===== src/rtl/md_unit.sv =====
// md_unit: iterative 32-bit multiply/divide unit with architectural HI/LO.
//
// Executes MULT/MULTU (radix-2 shift-add) and DIV/DIVU (radix-2 restoring)
// over 32 iterations, followed by one sign-correction/write-back cycle.
// MTHI/MTLO writes are accepted only while idle.
//
// Optional feature macro: MDU_FAST_MUL_EN
//   defined   : MULT/MULTU use a single-cycle 32x32 product and skip RUN.
//   undefined : every op takes the iterative path; no multiplier is inferred.
//
// Ports
//   clk    in   clock, all state changes on the rising edge
//   rst    in   synchronous active-high reset
//   start  in   request a new operation (sampled only when idle)
//   op     in   00 MULT, 01 MULTU, 10 DIV, 11 DIVU (sampled with start)
//   a      in   operand A / dividend (sampled with start)
//   b      in   operand B / divisor  (sampled with start)
//   hi_we  in   MTHI write enable (idle only)
//   lo_we  in   MTLO write enable (idle only)
//   wdata  in   MTHI/MTLO data
//   hi     out  HI register
//   lo     out  LO register
//   busy   out  operation in flight
//   done   out  one-cycle pulse after HI/LO take a result
module md_unit (
  input  logic        clk,
  input  logic        rst,
  input  logic        start,
  input  logic [1:0]  op,
  input  logic [31:0] a,
  input  logic [31:0] b,
  input  logic        hi_we,
  input  logic        lo_we,
  input  logic [31:0] wdata,
  output logic [31:0] hi,
  output logic [31:0] lo,
  output logic        busy,
  output logic        done
);

  localparam int unsigned W  = 32;
  localparam int unsigned DW = 2 * W;
  localparam int unsigned CW = 6;

  typedef enum logic [1:0] {
    ST_IDLE = 2'd0,
    ST_RUN  = 2'd1,
    ST_FIX  = 2'd2
  } state_t;

  state_t state_q;
  state_t state_d;

  // Working registers. acc_q holds {partial product} for multiply and
  // {remainder, dividend/quotient} for divide.
  logic [DW-1:0] acc_q;
  logic [W-1:0]  opnd_q;    // multiplicand magnitude or divisor magnitude
  logic [W-1:0]  a_raw_q;   // unmodified dividend for the divide-by-zero result
  logic [CW-1:0] cnt_q;
  logic          is_div_q;
  logic          neg_lo_q;  // product sign (mul) or quotient sign (div)
  logic          neg_hi_q;  // remainder sign (div only)
  logic          div0_q;

  // Combinational helpers
  logic          sgn;
  logic [W-1:0]  a_mag;
  logic [W-1:0]  b_mag;
  logic [W:0]    mul_sum;
  logic [DW-1:0] mul_next;
  logic [W:0]    div_shift;
  logic [W:0]    div_trial;
  logic [DW-1:0] div_next;
  logic [DW-1:0] prod_fix;
  logic [W-1:0]  fix_hi;
  logic [W-1:0]  fix_lo;

`ifdef MDU_FAST_MUL_EN
  logic [DW-1:0] fast_a;
  logic [DW-1:0] fast_b;
  logic [DW-1:0] fast_prod;

  // One multiplier serves both MULT and MULTU: sign-extend only for MULT,
  // the low 64 bits of the 64x64 product are then the correct result.
  always_comb begin
    fast_a    = {{W{a[W-1] & ~op[0]}}, a};
    fast_b    = {{W{b[W-1] & ~op[0]}}, b};
    fast_prod = fast_a * fast_b;
  end
`endif

  // State register
  always_ff @(posedge clk) begin
    if (rst) begin
      state_q <= ST_IDLE;
    end else begin
      state_q <= state_d;
    end
  end

  // Next-state logic
  always_comb begin
    state_d = state_q;
    case (state_q)
      ST_IDLE: begin
        if (start) begin
`ifdef MDU_FAST_MUL_EN
          state_d = op[1] ? ST_RUN : ST_FIX;
`else
          state_d = ST_RUN;
`endif
        end
      end
      ST_RUN: begin
        if (cnt_q == CW'(W - 1)) begin
          state_d = ST_FIX;
        end
      end
      ST_FIX:  state_d = ST_IDLE;
      default: state_d = ST_IDLE;
    endcase
  end

  // Operand magnitudes taken at start (signed ops only)
  always_comb begin
    sgn   = ~op[0];
    a_mag = (sgn && a[W-1]) ? (~a + W'(1)) : a;
    b_mag = (sgn && b[W-1]) ? (~b + W'(1)) : b;
  end

  // One shift-add multiply step: conditional add into the upper half,
  // then shift the whole accumulator right with the adder carry.
  always_comb begin
    mul_sum  = {1'b0, acc_q[DW-1:W]} + (acc_q[0] ? {1'b0, opnd_q} : (W + 1)'(0));
    mul_next = {mul_sum, acc_q[W-1:1]};
  end

  // One restoring divide step: shift the next dividend bit into the
  // remainder and keep the trial difference only when it did not borrow.
  always_comb begin
    div_shift = {acc_q[DW-1:W], acc_q[W-1]};
    div_trial = div_shift - {1'b0, opnd_q};
    if (div_trial[W]) begin
      div_next = {div_shift[W-1:0], acc_q[W-2:0], 1'b0};
    end else begin
      div_next = {div_trial[W-1:0], acc_q[W-2:0], 1'b1};
    end
  end

  // Sign correction and result placement used in FIX
  always_comb begin
    prod_fix = neg_lo_q ? (~acc_q + DW'(1)) : acc_q;
    fix_hi   = prod_fix[DW-1:W];
    fix_lo   = prod_fix[W-1:0];
    if (is_div_q) begin
      if (div0_q) begin
        fix_lo = '1;
        fix_hi = a_raw_q;
      end else begin
        fix_lo = neg_lo_q ? (~acc_q[W-1:0] + W'(1))  : acc_q[W-1:0];
        fix_hi = neg_hi_q ? (~acc_q[DW-1:W] + W'(1)) : acc_q[DW-1:W];
      end
    end
  end

  // Datapath, HI/LO and status outputs
  always_ff @(posedge clk) begin
    if (rst) begin
      hi       <= '0;
      lo       <= '0;
      busy     <= 1'b0;
      done     <= 1'b0;
      acc_q    <= '0;
      opnd_q   <= '0;
      a_raw_q  <= '0;
      cnt_q    <= '0;
      is_div_q <= 1'b0;
      neg_lo_q <= 1'b0;
      neg_hi_q <= 1'b0;
      div0_q   <= 1'b0;
    end else begin
      busy <= (state_d != ST_IDLE);
      done <= (state_q == ST_FIX);
      case (state_q)
        ST_IDLE: begin
          // MTHI/MTLO land even on a start edge; FIX overwrites later.
          if (hi_we) hi <= wdata;
          if (lo_we) lo <= wdata;
          if (start) begin
            is_div_q <= op[1];
            a_raw_q  <= a;
            div0_q   <= (b == '0);
            cnt_q    <= '0;
            neg_lo_q <= sgn & (a[W-1] ^ b[W-1]);
            neg_hi_q <= sgn & a[W-1];
            if (op[1]) begin
              acc_q  <= {{W{1'b0}}, a_mag};
              opnd_q <= b_mag;
            end else begin
`ifdef MDU_FAST_MUL_EN
              acc_q    <= fast_prod;
              opnd_q   <= a_mag;
              neg_lo_q <= 1'b0;
`else
              acc_q  <= {{W{1'b0}}, b_mag};
              opnd_q <= a_mag;
`endif
            end
          end
        end
        ST_RUN: begin
          acc_q <= is_div_q ? div_next : mul_next;
          cnt_q <= cnt_q + CW'(1);
        end
        ST_FIX: begin
          hi <= fix_hi;
          lo <= fix_lo;
        end
        default: ;
      endcase
    end
  end

endmodule


===== config.mk =====
export PLATFORM = sky130hd
export DESIGN_NAME = md_unit
export DESIGN_NICKNAME = d
export VERILOG_FILES = /design/src/rtl/md_unit.sv
export SDC_FILE = /design/constraint.sdc
export NUM_CORES = 1
export LEC_CHECK = 0
export BUFFER_PORTS_ARGS = -buffer_cell sky130_fd_sc_hd__buf_4
export CAP_MARGIN = 20
export CORE_UTILIZATION = 50
export DETAILED_ROUTE_END_ITERATION = 12
export PLACE_DENSITY = 0.69
export REMOVE_ABC_BUFFERS = 1
export SETUP_SLACK_MARGIN = 0.05
export SYNTH_ARGS = -nofsm -noshare
export SYNTH_HDL_FRONTEND = slang
export SYNTH_SLANG_ARGS = --single-unit

===== constraint.sdc =====
create_clock -name clk -period 3.2 [get_ports clk]
set_input_delay 0.32 -clock clk [delete_from_list [all_inputs] [get_ports clk]]
set_output_delay 0.32 -clock clk [all_outputs]
set_load 0.01 [all_outputs]

==> qor.txt, run 1 <==
Status = complete, no violations
GRT overflow = 0
Peak Freq = 327 MHz
Static Leak = 8.56 nW
CTS tree = yes
Layout Utilization = 62.0%
DR vias/cell = 6.35
# hold bufs at CTS = 0
Unique masters post-synth = 90
Startpoint types = register
Sequential area share after synthesis = 24.3%
Dpl cells = 2981
Post-synth top area share = 24.3%
Dpl ws = 0.0189 ns
Class of the tightest hold or removal check = primary input to register
CTS root buffer = clkbuf_16
First-pass GRT wire length = 103000 um
Hold Worst Slack = 0.0496 ns
DRC = 0
CP max-delay cell = or4_4
Crit Path Class = register to register
WL final = 69200 um
Detail Route Antenna Nets = 0
Final hold viol count = 0
H-tree Lvls = 1
Clock sink total = 206
Die ar. = 34700 sq um
Area grow syn2layout = 22.2%
Fin. max-slew vios = 0
Via count = 19300
Port Buf Inserts = 168
Vias in the first global route = 17800
FF+latch count, synth = 206
FFs w/ async S/R, synth = 0%
Die Ht = 186 um
Top_reg_cell synth = dfxtp_1
Fraction of layout cells with a size suffix above 1 = 19.5%
TritonRoute pass-1 iters = 6
Worst path cell trace = or4_4 > nor4_4 > nand4b_1 > nor3_1 > mux2_2 > o221ai_1 > buf_4 > a31oi_1
Syn avg cell area = 7.23 sq um
Crit share post-route = 95.7%
TritonCTS buffer count = 26
Worst Setup End Kind = register
Unrepaired setup endpoints after global routing = true
Clock transition at path regs = 0.06 ns
DR iter-0 viols = 2010
Syn Std Cell Area = 17000 sq um
Max stage delay on crit path = 0.58 ns
WP data arrival = 3.47 ns
Setup TNS = 0 ns
Chip width = 186 um
Worst-path maximum fanout = 7
Nets = 2739
Largest net degree at the start of global routing = 95
WL/cell = 22.8 um
Clock latency on the worst-skew pair = 0.55 ns
Power per cell area = 406 nW/um^2
Post-synth EDFFs = 0
# fillers = 3079
Fin cells = 3032
Worst-case clock buffer depth = 3
Peak VDD IR = 0.435 mV
Final-report setup violation count = 0
Crit path setup slack, layout = 0.138 ns
Clk_skew = 0.0126 ns
Minimum clock period = 3.06 ns
Initial antenna violation count = 2
Ports = 169
MaxCap Viol Count = 0
FP Rows = 67
CP Data Required Time = 3.61 ns
Yosys warns = 0
Dominant cells by area after synthesis = dfxtp_1, a21oi_1, nand2_1
Final GP Congestion = 0.989
Max_slew headroom = 27.5%
Mapped Cells = 2349
Starting density of the core = 50.7%
Post-DP HPWL = 53200 um
Synth area leader = dfxtp_1
GRT Util Overall = 38.9%
Worst slew pin tran = 1.09 ns
CORE AREA = 33400 sq um
logic make-up (layout without fill, tap and decap cells):
kind of cell | count (synthesis) | in the layout | share of synthesized area (%)
AND/OR/NAND/NOR | 815 | 815 | 22.8
other | 0 | 1 | 0
XOR/XNOR | 157 | 157 | 8.10
flip-flops | 206 | 206 | 24.3
adder cells (fa/ha/maj) | 71 | 71 | 5.32
buffers and inverters | 249 | 483 | 5.71
multiplexers | 84 | 84 | 5.02
AO/OA/AOI/OAI | 767 | 767 | 28.8
layout by cell type (no fill, tap or decap), types with 10 or more instances in the layout:
master	netlist	final
xor2_1	46	46
o41ai_1	11	10
nor4_1	24	23
o31ai_1	21	21
nor3_1	69	68
clkbuf_16	0	28
nand4_1	15	15
o22ai_1	19	19
nor2b_1	13	11
a311oi_1	11	11
nand2_1	271	269
a21o_1	29	29
and2_1	11	11
buf_4	2	363
o21ai_0	159	155
and3_1	14	14
a31oi_1	27	26
o21a_1	18	18
a211oi_1	51	48
o221ai_1	35	35
xnor2_1	111	110
o211ai_1	28	28
a22oi_1	27	26
dfxtp_1	206	202
nand2b_1	21	19
nand3_1	46	46
mux2i_1	75	75
a21oi_1	249	243
or3_1	15	15
inv_1	65	64
or4_1	11	11
ha_1	69	65
nor2_1	249	242
repair_timing:
item	4_1_cts	5_1_grt
pin swaps	1	19
setup buffers	2	3
setup endpoints to repair	9	25
gates resized for setup	2	45
path summary, 6_finish.rpt:
check,from,end,slack [ns],depth (start not counted)
max,acc_q[8],hi[14],0.14,8
min,a[1],a_raw_q[1],0.05,3
max reg2reg,acc_q[8],hi[14],0.14,8
min reg2reg,opnd_q[26],opnd_q[26],0.45,2
registers in the layout, indices dropped and copies added (netlist names):
name	flops
lo	32
a_raw_q	32
done	1
neg_lo_q	1
busy	1
cnt_q	6
acc_q	64
hi	32
div0_q	1
is_div_q	1
state_q	2
neg_hi_q	1
opnd_q	32
through the flow:
stage               cell area (sq um)  power (mW)
global route                    20700        8.75
finish                          20700        8.43
global placement                19700        5.25
detailed placement              19700        5.29
floorplan                       16300        4.27
CTS                             20600        8.35
cell type report:
| type | instances | area [sq um] | share of cell area (%) |
|---|---|---|---|
| Timing Repair Buffer | 371 | 2850 | 13.8 |
| Clock buffer | 36 | 771 | 3.72 |
| Sequential cell | 206 | 4130 | 19.9 |
| Multi-Input combinational cell | 1894 | 12100 | 58.1 |
| Inverter | 66 | 250 | 1.21 |
| Clock inverter | 10 | 114 | 0.549 |
| Tap cell | 448 | 561 | 2.70 |
| Antenna cell | 1 | 2.50 | 0.0121 |
critical path: cells and delay by family (launching register included):
kind / cells / cell delay (ns)
buf+inv: 1 / 0.18
simple gates: 4 / 1.64
compound gates: 2 / 0.35
flops: 1 / 0.38
mux: 1 / 0.38
power by group:
part | switching [mW] | internal [mW]
combinational | 1.46 | 1.01
clock | 1.25 | 1.84
sequential | 0.156 | 2.72
metal layers:
layer  global-route usage (%)  share of wire [%]
met3                     5.33                8.3
met4                     20.1                5.5
met2                     60.1                 44
met1                     52.8                 43
met5                        0              0.017
synth_stat cells (28+ instances only):
| library cell | n |
|---|---|
| o21ai_0 | 159 |
| xor2_1 | 46 |
| nor3_1 | 69 |
| o221ai_1 | 35 |
| ha_1 | 69 |
| a21o_1 | 29 |
| nor2_1 | 249 |
| a21oi_1 | 249 |
| nand2_1 | 271 |
| mux2i_1 | 75 |
| inv_1 | 65 |
| o211ai_1 | 28 |
| a211oi_1 | 51 |
| nand3_1 | 46 |
| clkbuf_1 | 152 |
| dfxtp_1 | 206 |
| xnor2_1 | 111 |
Power figures use the tool's default switching activity.
==> run 2: changes to the inputs <==
--- a/config.mk
+++ b/config.mk
@@ -8,6 +8,7 @@
 export BUFFER_PORTS_ARGS = -buffer_cell sky130_fd_sc_hd__buf_4
 export CAP_MARGIN = 20
 export CORE_UTILIZATION = 50
+export CTS_BUF_LIST = sky130_fd_sc_hd__clkbuf_8
 export DETAILED_ROUTE_END_ITERATION = 12
 export PLACE_DENSITY = 0.69
 export REMOVE_ABC_BUFFERS = 1
==> run 2 against run 1 <==
Compared with the run above:
- total power is 3.4% higher
- via count increased by 1.4%
- setup slack worse by 0.023 ns
- global-route usage up 0.85 points
- die area stayed put
- sequential cell count unchanged
- non-clock buffer count grew 36
- sequential power is essentially flat
- largest cell class unchanged
- largest power group unchanged
==> qor.txt, run 2 (synthesis gave the netlist of run 1 again) <==
Clock sink total = 206
Crit share post-route = 96.4%
N_diodes = 0
Crit Reg-Reg Startpoint = acc_q[32]
Clock latency on the worst-skew pair = 0.64 ns
GRT Util Overall = 39.8%
CTS root buffer = clkbuf_8
TritonRoute pass-1 iters = 6
Tot Pwr = 8.72 mW
Detail Route Antenna Nets = 0
Combinational power share = 28.8%
WL/cell = 22.7 um
Die Ht = 186 um
Setup TNS = 0 ns
Hold Crit Depth = 3
Max reg flops = 64
Net Switching = 3.00 mW
Worst-path maximum fanout = 7
Max_slew headroom = 25.6%
Busiest grt layer = met2
Nets = 2791
GRT overflow = 0
Final hold viol count = 0
Commonest non-fill, non-tap cell in the layout = buf_4
TritonCTS buffer count = 42
Clock transition at path regs = 0.06 ns
FF-to-FF setup slack = 0.11 ns
Worst r2r path cells = 11
Layout Utilization = 63.5%
Static Leak = 8.78 nW
GR Util met2 = 60.6%
Fin. max-slew vios = 0
Max stage delay on crit path = 0.55 ns
Fraction of layout cells with a size suffix above 1 = 20.0%
Power share of the clock group = 38.1%
CP Depth = 11
Clk_skew = 0.0526 ns
Flop pwr share = 33.0%
Worst Setup End Kind = register
MaxCap Viol Count = 0
Worst path cell trace = buf_4 > ha_1 > nor2b_1 > o31ai_1 > a21o_1 > o22ai_1 > a2111oi_1 > xnor2_1 > mux2i_1 > nand2_1 > a32o_1
Delay-heaviest family, CP = compound AO/OA/AOI/OAI gates
DR iter-0 viols = 2102
CP max-delay cell = a2111oi_1
Status = complete, no violations
Initial antenna violation count = 1
Starting density of the core = 50.7%
WL final = 70100 um
Crit. Startpoint = acc_q[32]
DR vias/cell = 6.31
WP data arrival = 3.57 ns
H-tree Lvls = 2
Unrepaired setup endpoints after global routing = true
Largest net degree at the start of global routing = 95
Reg with most FFs = acc_q
Ports = 169
Hold Crit Start = wdata[0]
CP Data Required Time = 3.69 ns
Crit Path Class = register to register
Startpoint types = register
Worst-case clock buffer depth = 3
Die ar. = 34700 sq um
Worst slew pin tran = 1.10 ns
GR met3 Demand/Resource = 6.64%
Bufs and invs on worst path = 1
CORE AREA = 33400 sq um
DRC = 0
Final-report setup violation count = 0
Met1 Resource Use GR = 52.8%
Chip width = 186 um
CTS tree = yes
Post-DP HPWL = 53200 um
Minimum clock period = 3.09 ns
Vias in the first global route = 18100
Area grow syn2layout = 25.1%
Peak VDD IR = 0.378 mV
Port Buf Inserts = 168
FP Rows = 67
Peak Freq = 324 MHz
Sw frac = 34.5%
Power per cell area = 411 nW/um^2
P_int = 5.71 mW
Commonest non-fill, non-tap cells in the layout = buf_4, nand2_1, nor2_1, a21oi_1, dfxtp_1
Via count = 19500
Class of the tightest hold or removal check = primary input to register
Final GP Congestion = 0.989
First-pass GRT wire length = 105000 um
-- run 2: through the flow --
step / setup slack (ns) / cell area, sq um / cells / hold WS, ns
6_report: 0.115 / 21200 / 3095 / 0.0449
3_5_place_dp: 0.0189 / 19700 / 2981 / 0.444
5_1_grt: -0.0590 / 21200 / 3095 / 0.0422
2_1_floorplan: -1.83 / 16300 / 2166 / 0.389
4_1_cts: 0.0344 / 21000 / 3092 / 0.0184
3_3_place_gp: 0.0106 / 19700 / 2981 / 0.440
-- run 2: layer usage --
metal	vias up	wire, um
met5	-	13
met4	2	4270
met3	228	5830
met2	978	30200
met1	9246	29800
li1	9079	-
-- run 2: repair_timing --
action / in CTS / in global routing
pin swaps: 1 / 12
setup endpoints to repair: 10 / 31
gates resized for setup: 3 / 41
setup buffers: 1 / 3
endpoints found under the hold margin: 36 / 0
hold buffers: 36 / 0
-- run 2: power groups by stage --
stage / clock network [mW] / logic, mW / registers (mW)
after global placement: 0 / 2.33 / 2.92
after detailed placement: 0 / 2.36 / 2.93
final: 3.32 / 2.51 / 2.88
after CTS: 3.35 / 2.41 / 2.87
after floorplan: 0 / 1.33 / 2.94
after global routing: 3.47 / 2.70 / 2.90
-- run 2: worst min-delay path, stage by stage --
cell and delay (ns):
buf_4 0.09, a211oi_1 0.05, nor3_1 0.14
-- run 2: path summary, 6_finish.rpt --
kind                                   to
worst max-delay path            acc_q[57]
worst min register to register     lo[31]
worst max register to register  acc_q[57]
worst min-delay path                hi[0]
-- run 2: cell type report --
type	instances	area [sq um]
well taps	448	561
inverters	66	248
clock inverters	23	292
multi-input cells	1894	12100
repair buffers	407	3200
fillers	3059	12200
clock buffers	51	702
flip-flops and latches	206	4130
